<file path="config.mk">
export PLATFORM = sky130hd
export DESIGN_NAME = sar_adc_ctrl_nbit
export DESIGN_NICKNAME = d
export VERILOG_FILES = /design/src/rtl/sar_adc_pkg.sv /design/src/rtl/sar_adc_sar_reg.sv /design/src/rtl/sar_adc_ctrl_nbit.sv
export SDC_FILE = /design/constraint.sdc
export NUM_CORES = 1
export LEC_CHECK = 0
export ABC_AREA = 1
export CORE_MARGIN = 4
export CORE_UTILIZATION = 51
export DETAILED_ROUTE_END_ITERATION = 8
export HOLD_SLACK_MARGIN = 0.12
export PLACE_DENSITY = 0.77
export RECOVER_POWER = 100
export SETUP_SLACK_MARGIN = 0.4
export SLEW_MARGIN = 30
export SYNTH_ARGS = -nofsm -noshare
export SYNTH_HDL_FRONTEND = slang
export SYNTH_SLANG_ARGS = --single-unit
</file>
<file path="constraint.sdc">
create_clock -name CLK -period 2.4 [get_ports CLK]
set_clock_uncertainty 0.15 [all_clocks]
set_input_delay 0.6 -clock CLK [delete_from_list [all_inputs] [get_ports CLK]]
set_output_delay 0.6 -clock CLK [all_outputs]
set_load 0.02 [all_outputs]
</file>
<file path="src/rtl/sar_adc_pkg.sv">
// Shared types and constants for the parametrised SAR ADC controller.
// Holds the FSM state encoding, default sizing and the minimum frame length helper.
package sar_adc_pkg;

  localparam int DEF_NBIT     = 12;
  localparam int DEF_CNT_W    = 12;
  localparam int DEF_SAMP_CYC = 14;

  typedef enum logic [2:0] {
    IDLE   = 3'd0,
    SAMPLE = 3'd1,
    CONV   = 3'd2,
    DONE   = 3'd3,
    WAIT   = 3'd4
  } state_t;

  // Shortest frame: sampling, one cycle per bit, one DONE cycle and one WAIT cycle.
  function automatic int min_period(input int samp_cyc, input int nbit);
    return samp_cyc + nbit + 2;
  endfunction

endpackage

</file>
<file path="src/rtl/sar_adc_sar_reg.sv">
// Successive-approximation trial/result register with a bit pointer.
// load_msb starts a search; each step resolves the pointed bit and sets the next one.
module sar_adc_sar_reg #(
  parameter int NBIT = 12
) (
  input  logic            CLK,
  input  logic            RSTN,
  input  logic            clr,
  input  logic            load_msb,
  input  logic            step,
  input  logic            comp,
  output logic [NBIT-1:0] code,
  output logic            last
);

  localparam int              PTR_W      = $clog2(NBIT);
  localparam logic [PTR_W-1:0] MSB_PTR_C  = PTR_W'(NBIT - 1);
  localparam logic [PTR_W-1:0] PTR_ONE_C  = PTR_W'(1);
  localparam logic [PTR_W-1:0] PTR_ZERO_C = {PTR_W{1'b0}};
  localparam logic [NBIT-1:0]  MSB_CODE_C = {1'b1, {(NBIT-1){1'b0}}};

  logic [NBIT-1:0]  code_r;
  logic [NBIT-1:0]  trial_s;
  logic [PTR_W-1:0] ptr_r;
  logic [PTR_W-1:0] ptr_s;

  // Resolve the current trial bit and set the next lower one.
  always_comb begin
    trial_s        = code_r;
    trial_s[ptr_r] = code_r[ptr_r] & comp;
    if (ptr_r != PTR_ZERO_C) begin
      trial_s[ptr_r - PTR_ONE_C] = 1'b1;
      ptr_s                      = ptr_r - PTR_ONE_C;
    end else begin
      ptr_s = ptr_r;
    end
  end

  // Code and pointer registers.
  always_ff @(posedge CLK or negedge RSTN) begin
    if (!RSTN) begin
      code_r <= {NBIT{1'b0}};
      ptr_r  <= PTR_ZERO_C;
    end else if (clr) begin
      code_r <= {NBIT{1'b0}};
      ptr_r  <= PTR_ZERO_C;
    end else if (load_msb) begin
      code_r <= MSB_CODE_C;
      ptr_r  <= MSB_PTR_C;
    end else if (step) begin
      code_r <= trial_s;
      ptr_r  <= ptr_s;
    end else begin
      code_r <= code_r;
      ptr_r  <= ptr_r;
    end
  end

  assign code = code_r;
  assign last = (ptr_r == PTR_ZERO_C);

endmodule

</file>
<file path="src/rtl/sar_adc_ctrl_nbit.sv">
// SAR ADC frame controller: sample/convert timing, front-end reset pulse,
// SAR search driving the CDAC, and a registered result with data-ready strobe.
module sar_adc_ctrl_nbit
  import sar_adc_pkg::*;
#(
  parameter int NBIT     = DEF_NBIT,
  parameter int CNT_W    = DEF_CNT_W,
  parameter int SAMP_CYC = DEF_SAMP_CYC
) (
  input  logic             CLK,
  input  logic             RSTN,
  input  logic             EN,
  input  logic [CNT_W-1:0] PERIOD,
  input  logic             COMP,
  output logic             SAMP_N,
  output logic             WP_RSTN,
  output logic [NBIT-1:0]  DAC_CODE,
  output logic [NBIT-1:0]  DOUT,
  output logic             DR,
  output logic             BUSY
);

  localparam int               MIN_PERIOD  = min_period(SAMP_CYC, NBIT);
  localparam logic [CNT_W-1:0] MIN_PER_C   = CNT_W'(MIN_PERIOD);
  localparam logic [CNT_W-1:0] SAMP_LAST_C = CNT_W'(SAMP_CYC - 1);
  localparam logic [CNT_W-1:0] ONE_C       = CNT_W'(1);
  localparam logic [CNT_W-1:0] TWO_C       = CNT_W'(2);

  state_t           state_r, state_s;
  logic [CNT_W-1:0] cnt_r, cnt_s, per_r, per_s;
  logic             samp_n_r, samp_n_s, wp_rstn_r, wp_rstn_s;
  logic             dr_r, dr_s, busy_r, busy_s;
  logic [NBIT-1:0]  dout_r, dout_s, code_s;
  logic             last_s, start_s, clr_s, load_msb_s, step_s;
  logic             samp_end_s, frame_end_s, arm_s;

  assign samp_end_s  = (cnt_r == SAMP_LAST_C);
  assign frame_end_s = (cnt_r == per_r - ONE_C);
  // The restart is committed one cycle early so WP_RSTN can be a registered pulse.
  assign arm_s       = EN && (cnt_r == per_r - TWO_C);

  // State register.
  always_ff @(posedge CLK or negedge RSTN) begin
    if (!RSTN) begin
      state_r <= IDLE;
    end else begin
      state_r <= state_s;
    end
  end

  // Next-state logic; a low WP_RSTN means the next frame is already committed.
  always_comb begin
    state_s = state_r;
    case (state_r)
      IDLE:    if (!wp_rstn_r) state_s = SAMPLE; else state_s = IDLE;
      SAMPLE:  if (samp_end_s) state_s = CONV;   else state_s = SAMPLE;
      CONV:    if (last_s)     state_s = DONE;   else state_s = CONV;
      DONE:    state_s = WAIT;
      WAIT: begin
        if (frame_end_s) begin
          if (!wp_rstn_r) state_s = SAMPLE; else state_s = IDLE;
        end else begin
          state_s = WAIT;
        end
      end
      default: state_s = IDLE;
    endcase
  end

  // Next values of the registered outputs, counter and latched period.
  always_comb begin
    start_s    = (state_s == SAMPLE) && (state_r != SAMPLE);
    clr_s      = start_s || ((state_s == IDLE) && (state_r != IDLE));
    load_msb_s = (state_r == SAMPLE) && samp_end_s;
    step_s     = (state_r == CONV);
    samp_n_s   = (state_s != SAMPLE);
    busy_s     = (state_s != IDLE);
    dr_s       = step_s && last_s;
    if (dr_s) dout_s = {code_s[NBIT-1:1], COMP}; else dout_s = dout_r;
    if (start_s) per_s = (PERIOD < MIN_PER_C) ? MIN_PER_C : PERIOD; else per_s = per_r;
    if (start_s || !busy_s) cnt_s = {CNT_W{1'b0}}; else cnt_s = cnt_r + ONE_C;
    case (state_r)
      IDLE:       wp_rstn_s = !(EN && wp_rstn_r);
      DONE, WAIT: wp_rstn_s = !arm_s;
      default:    wp_rstn_s = 1'b1;
    endcase
  end

  // Output, counter and period registers.
  always_ff @(posedge CLK or negedge RSTN) begin
    if (!RSTN) begin
      cnt_r     <= {CNT_W{1'b0}};
      per_r     <= MIN_PER_C;
      samp_n_r  <= 1'b1;
      wp_rstn_r <= 1'b1;
      dr_r      <= 1'b0;
      busy_r    <= 1'b0;
      dout_r    <= {NBIT{1'b0}};
    end else begin
      cnt_r     <= cnt_s;
      per_r     <= per_s;
      samp_n_r  <= samp_n_s;
      wp_rstn_r <= wp_rstn_s;
      dr_r      <= dr_s;
      busy_r    <= busy_s;
      dout_r    <= dout_s;
    end
  end

  sar_adc_sar_reg #(.NBIT(NBIT)) u_sar (
    .CLK      (CLK),
    .RSTN     (RSTN),
    .clr      (clr_s),
    .load_msb (load_msb_s),
    .step     (step_s),
    .comp     (COMP),
    .code     (code_s),
    .last     (last_s)
  );

  assign SAMP_N   = samp_n_r;
  assign WP_RSTN  = wp_rstn_r;
  assign DAC_CODE = code_s;
  assign DOUT     = dout_r;
  assign DR       = dr_r;
  assign BUSY     = busy_r;

endmodule

</file>
==> metrics.cfg <==
[placement]
place_hpwl_mm = 7.82
dpl_cell_area_mm2 = 0.00452
routabilityCongestion = 0.937
portBuffers = 43

[drt]
dr.pass1.iters = 5
vias = 3802
viasPerCell = 5.38
post-route-drc-count = 0
routed_wl_mm = 10.9
post_drt_wl_per_cell_um = 15.5
postRouteAntennaNets = 0
first_iter_violations = 408

[clock_tree]
cts_buffer_depth = 2
cts.sinks = 59
clk_pin_slew_ps = 70
cts-root-buf = clkbuf_8
htree_levels = 3
clock_latency_ps = 340
cts-buffers-inserted = 9
cts_tree = yes

[timing]
slew_headroom_pct = 21.9
fin_crit_ps = 2500
tns_ps = -1680
worst_slew_pin_slew_ps = 1170
setup_viol = 30
holdWs_ps = 325
hold_viol = 0
slew_violations = 0
rsz0062_at_grt = true
period_share_pct = 104
setup_ws_ps = -99.0
max_freq_mhz = 400

[logic_synthesis]
syn_avg_cell_area_um2 = 7.41
synthDistinctLibCells = 46
synth_area_leader_cell = dfrtp_1
synthTopCellsByCount = nand2_1 (147), inv_1 (59), dfrtp_1 (54)
async_flop_share_pct = 100
synth_most_common_cell = nand2_1
ys_top_cells_by_area = dfrtp_1 (36%), nand2_1 (15%), inv_1 (5.8%)
synth_top_area_share_pct = 35.5
syn-num-nets = 540
yosysSeqAreaShare_pct = 39.0
synthCells = 513
synthFlopType = dfrtp_1
ys_warn_count = 0
synth-edff-count = 0
synth.cell_area_mm2 = 0.00380
synth_seq_cells = 59

[pwr]
total_power_uw = 4770
pwr-share-clk_pct = 19.5
seqPwrFrac_pct = 28.4
power_density_mw_per_mm2 = 953
power_frac_comb_pct = 52.1
p_sw_share_pct = 43.7
max-vdd-ir-drop_mv = 0.459
internal-power_uw = 2690
leakage_uw = 0.00247
p_switching_uw = 2080

[final_layout]
areaGrowthSynthToFinish_pct = 31.6
fin_util_pct = 69.0
fin_area_mm2 = 0.00500
insertedDiodeCount = 0
drive_above_1_share_pct = 20.6
fillers = 615
num-nets-final = 630

[global_route]
antenna_found_initial = 0
grt.overflow.total = 0
grt_pass1_wl_mm = 17.5
grt_max_degree = 40
grtUsageTotal_pct = 25.4
grt_pass1_vias = 3597

[critical_path]
critical-path-slowest-cell = dfrtp_1
path_buf_inv = 2
cp.required_ps = 2500
start_kind = flip-flop
crit_type = flip-flop to flip-flop
crit_arrival_ps = 2600
worstPathMaxFanout = 5
end_kind = flip-flop
cpPeakStageDelay_ps = 380
crit_chain = inv_1 -> ha_1 -> nand3_1 -> nor4_1 -> nand2_1 -> a21oi_2 -> nand2_4 -> nand3b_4 -> nand3_4 -> buf_4 -> a21oi_1
path_delay_family = simple AND/OR/NAND/NOR gates

[floorplanning]
num_io_pins = 44
dieWidth_um = 94.3
die_h_um = 94.3
rows = 31
initial_core_util_pct = 52.4
core-area_mm2 = 0.00725
dieArea_mm2 = 0.00890

[run_status]
status = finished with violations
violations = negative setup slack

[worst_hold_path]
hp-class = flip-flop to flip-flop

[run]
cap_violations = 0

==> worst min-delay path, cell delays in order (launching register included) <==
cell     delay [ps]
dfrtp_1         340
nand2_1          60
nand2_1          50
==> final timing paths <==
check / slack [ps] / cells after the start / to / startpoint
hold / removal: 330 / 2 / DOUT[0]$_DFFE_PN0P_ / DOUT[0]$_DFFE_PN0P_
hold reg to reg: 330 / 2 / DOUT[0]$_DFFE_PN0P_ / DOUT[0]$_DFFE_PN0P_
setup / recovery: -100 / 11 / u_sar.code[2]$_DFFE_PN0P_ / cnt_r[1]$_DFF_PN0_
max in group asynchronous: 260 / 3 / WP_RSTN$_DFF_PN1_ / RSTN
setup reg to reg: -100 / 11 / u_sar.code[2]$_DFFE_PN0P_ / cnt_r[1]$_DFF_PN0_
min in group asynchronous: 850 / 2 / DOUT[7]$_DFFE_PN0P_ / RSTN
==> state kept, by name, summed over array words and instances (netlist names) <==
| name | flops |
|---|---|
| SAMP_N | 1 |
| state_r | 3 |
| u_sar.code | 12 |
| DOUT | 12 |
| u_sar.ptr_r | 4 |
| cnt_r | 12 |
| BUSY | 1 |
| WP_RSTN | 1 |
| per_r | 12 |
| DR | 1 |
==> per-stage QoR <==
step           setup WS, ps  std cells
2_1_floorplan           209        513
3_3_place_gp           25.2        664
3_5_place_dp          -25.0        664
4_1_cts                66.9        696
5_1_grt                -212        707
6_report              -99.0        707
==> cells in the final DEF, fill, tap and decap left out, types with 3 or more instances in the layout <==
cell type	n
nand2_2	6
nor3_2	3
a21oi_2	7
buf_12	3
nand4_1	7
o22ai_1	3
inv_1	58
clkbuf_8	10
xor2_1	11
inv_2	10
nor2_1	47
ha_1	8
clkinv_8	3
o21ai_1	14
nand3_1	26
xnor2_1	7
nand2_4	4
ha_4	3
nor4_1	3
o21ai_0	18
nor2_2	9
nand2_1	142
dlygate4sd2_1	27
nand3_2	3
clkbuf_1	3
buf_4	31
dfrtp_1	54
nor3_1	5
o22a_1	7
clkdlybuf4s50_1	14
nor2_4	7
a21oi_1	14
dfstp_2	5
==> power by group through the flow <==
stage | Clock (uW) | Sequential, uW | Combinational (uW)
floorplan | 0 | 1340 | 1490
global placement | 0 | 1370 | 1990
detailed placement | 0 | 1370 | 2010
CTS | 937 | 1350 | 2260
global route | 977 | 1370 | 2720
finish | 929 | 1360 | 2480
==> cells by family (layout without fill, tap and decap cells) <==
| kind of cell | after synthesis | count (layout) | synth area share [%] |
|---|---|---|---|
| simple gates | 270 | 271 | 32.0 |
| flops | 59 | 59 | 39.0 |
| fa+ha+maj | 11 | 11 | 3.62 |
| xor+xnor | 19 | 19 | 4.38 |
| buf+inv | 80 | 174 | 8.76 |
| compound gates | 74 | 74 | 12.2 |
==> per-layer routing <==
metal / track usage, % / up-vias / part of all wire [%]
met4: 6.62 / 0 / 1.6
met2: 39.0 / 140 / 46
li1: - / 1833 / -
met3: 5.10 / 22 / 6.6
met5: 0 / - / 0
met1: 36.7 / 1807 / 46
==> cell type report <==
type | instances | area [um2] | area share (%)
clock buffer | 10 | 138 | 2.75
clock inverter | 6 | 63.8 | 1.28
inverter | 72 | 288 | 5.75
multi-input combinational | 375 | 2140 | 42.9
sequential | 59 | 1480 | 29.6
tap | 99 | 124 | 2.48
timing repair buffer | 83 | 722 | 14.4
timing repair inverter | 3 | 41.3 | 0.825
==> what timing repair did <==
item / CTS / global route
gates cloned: 3 / 1
pin swaps: 11 / 18
resized for setup: 48 / 19
hold buffers: 1 / 0
endpoints found under the hold margin: 17 / 0
setup buffers: 12 / 10
endpoints found under the setup margin: 72 / 48
Note: power is estimated with default switching activity, not from simulation.
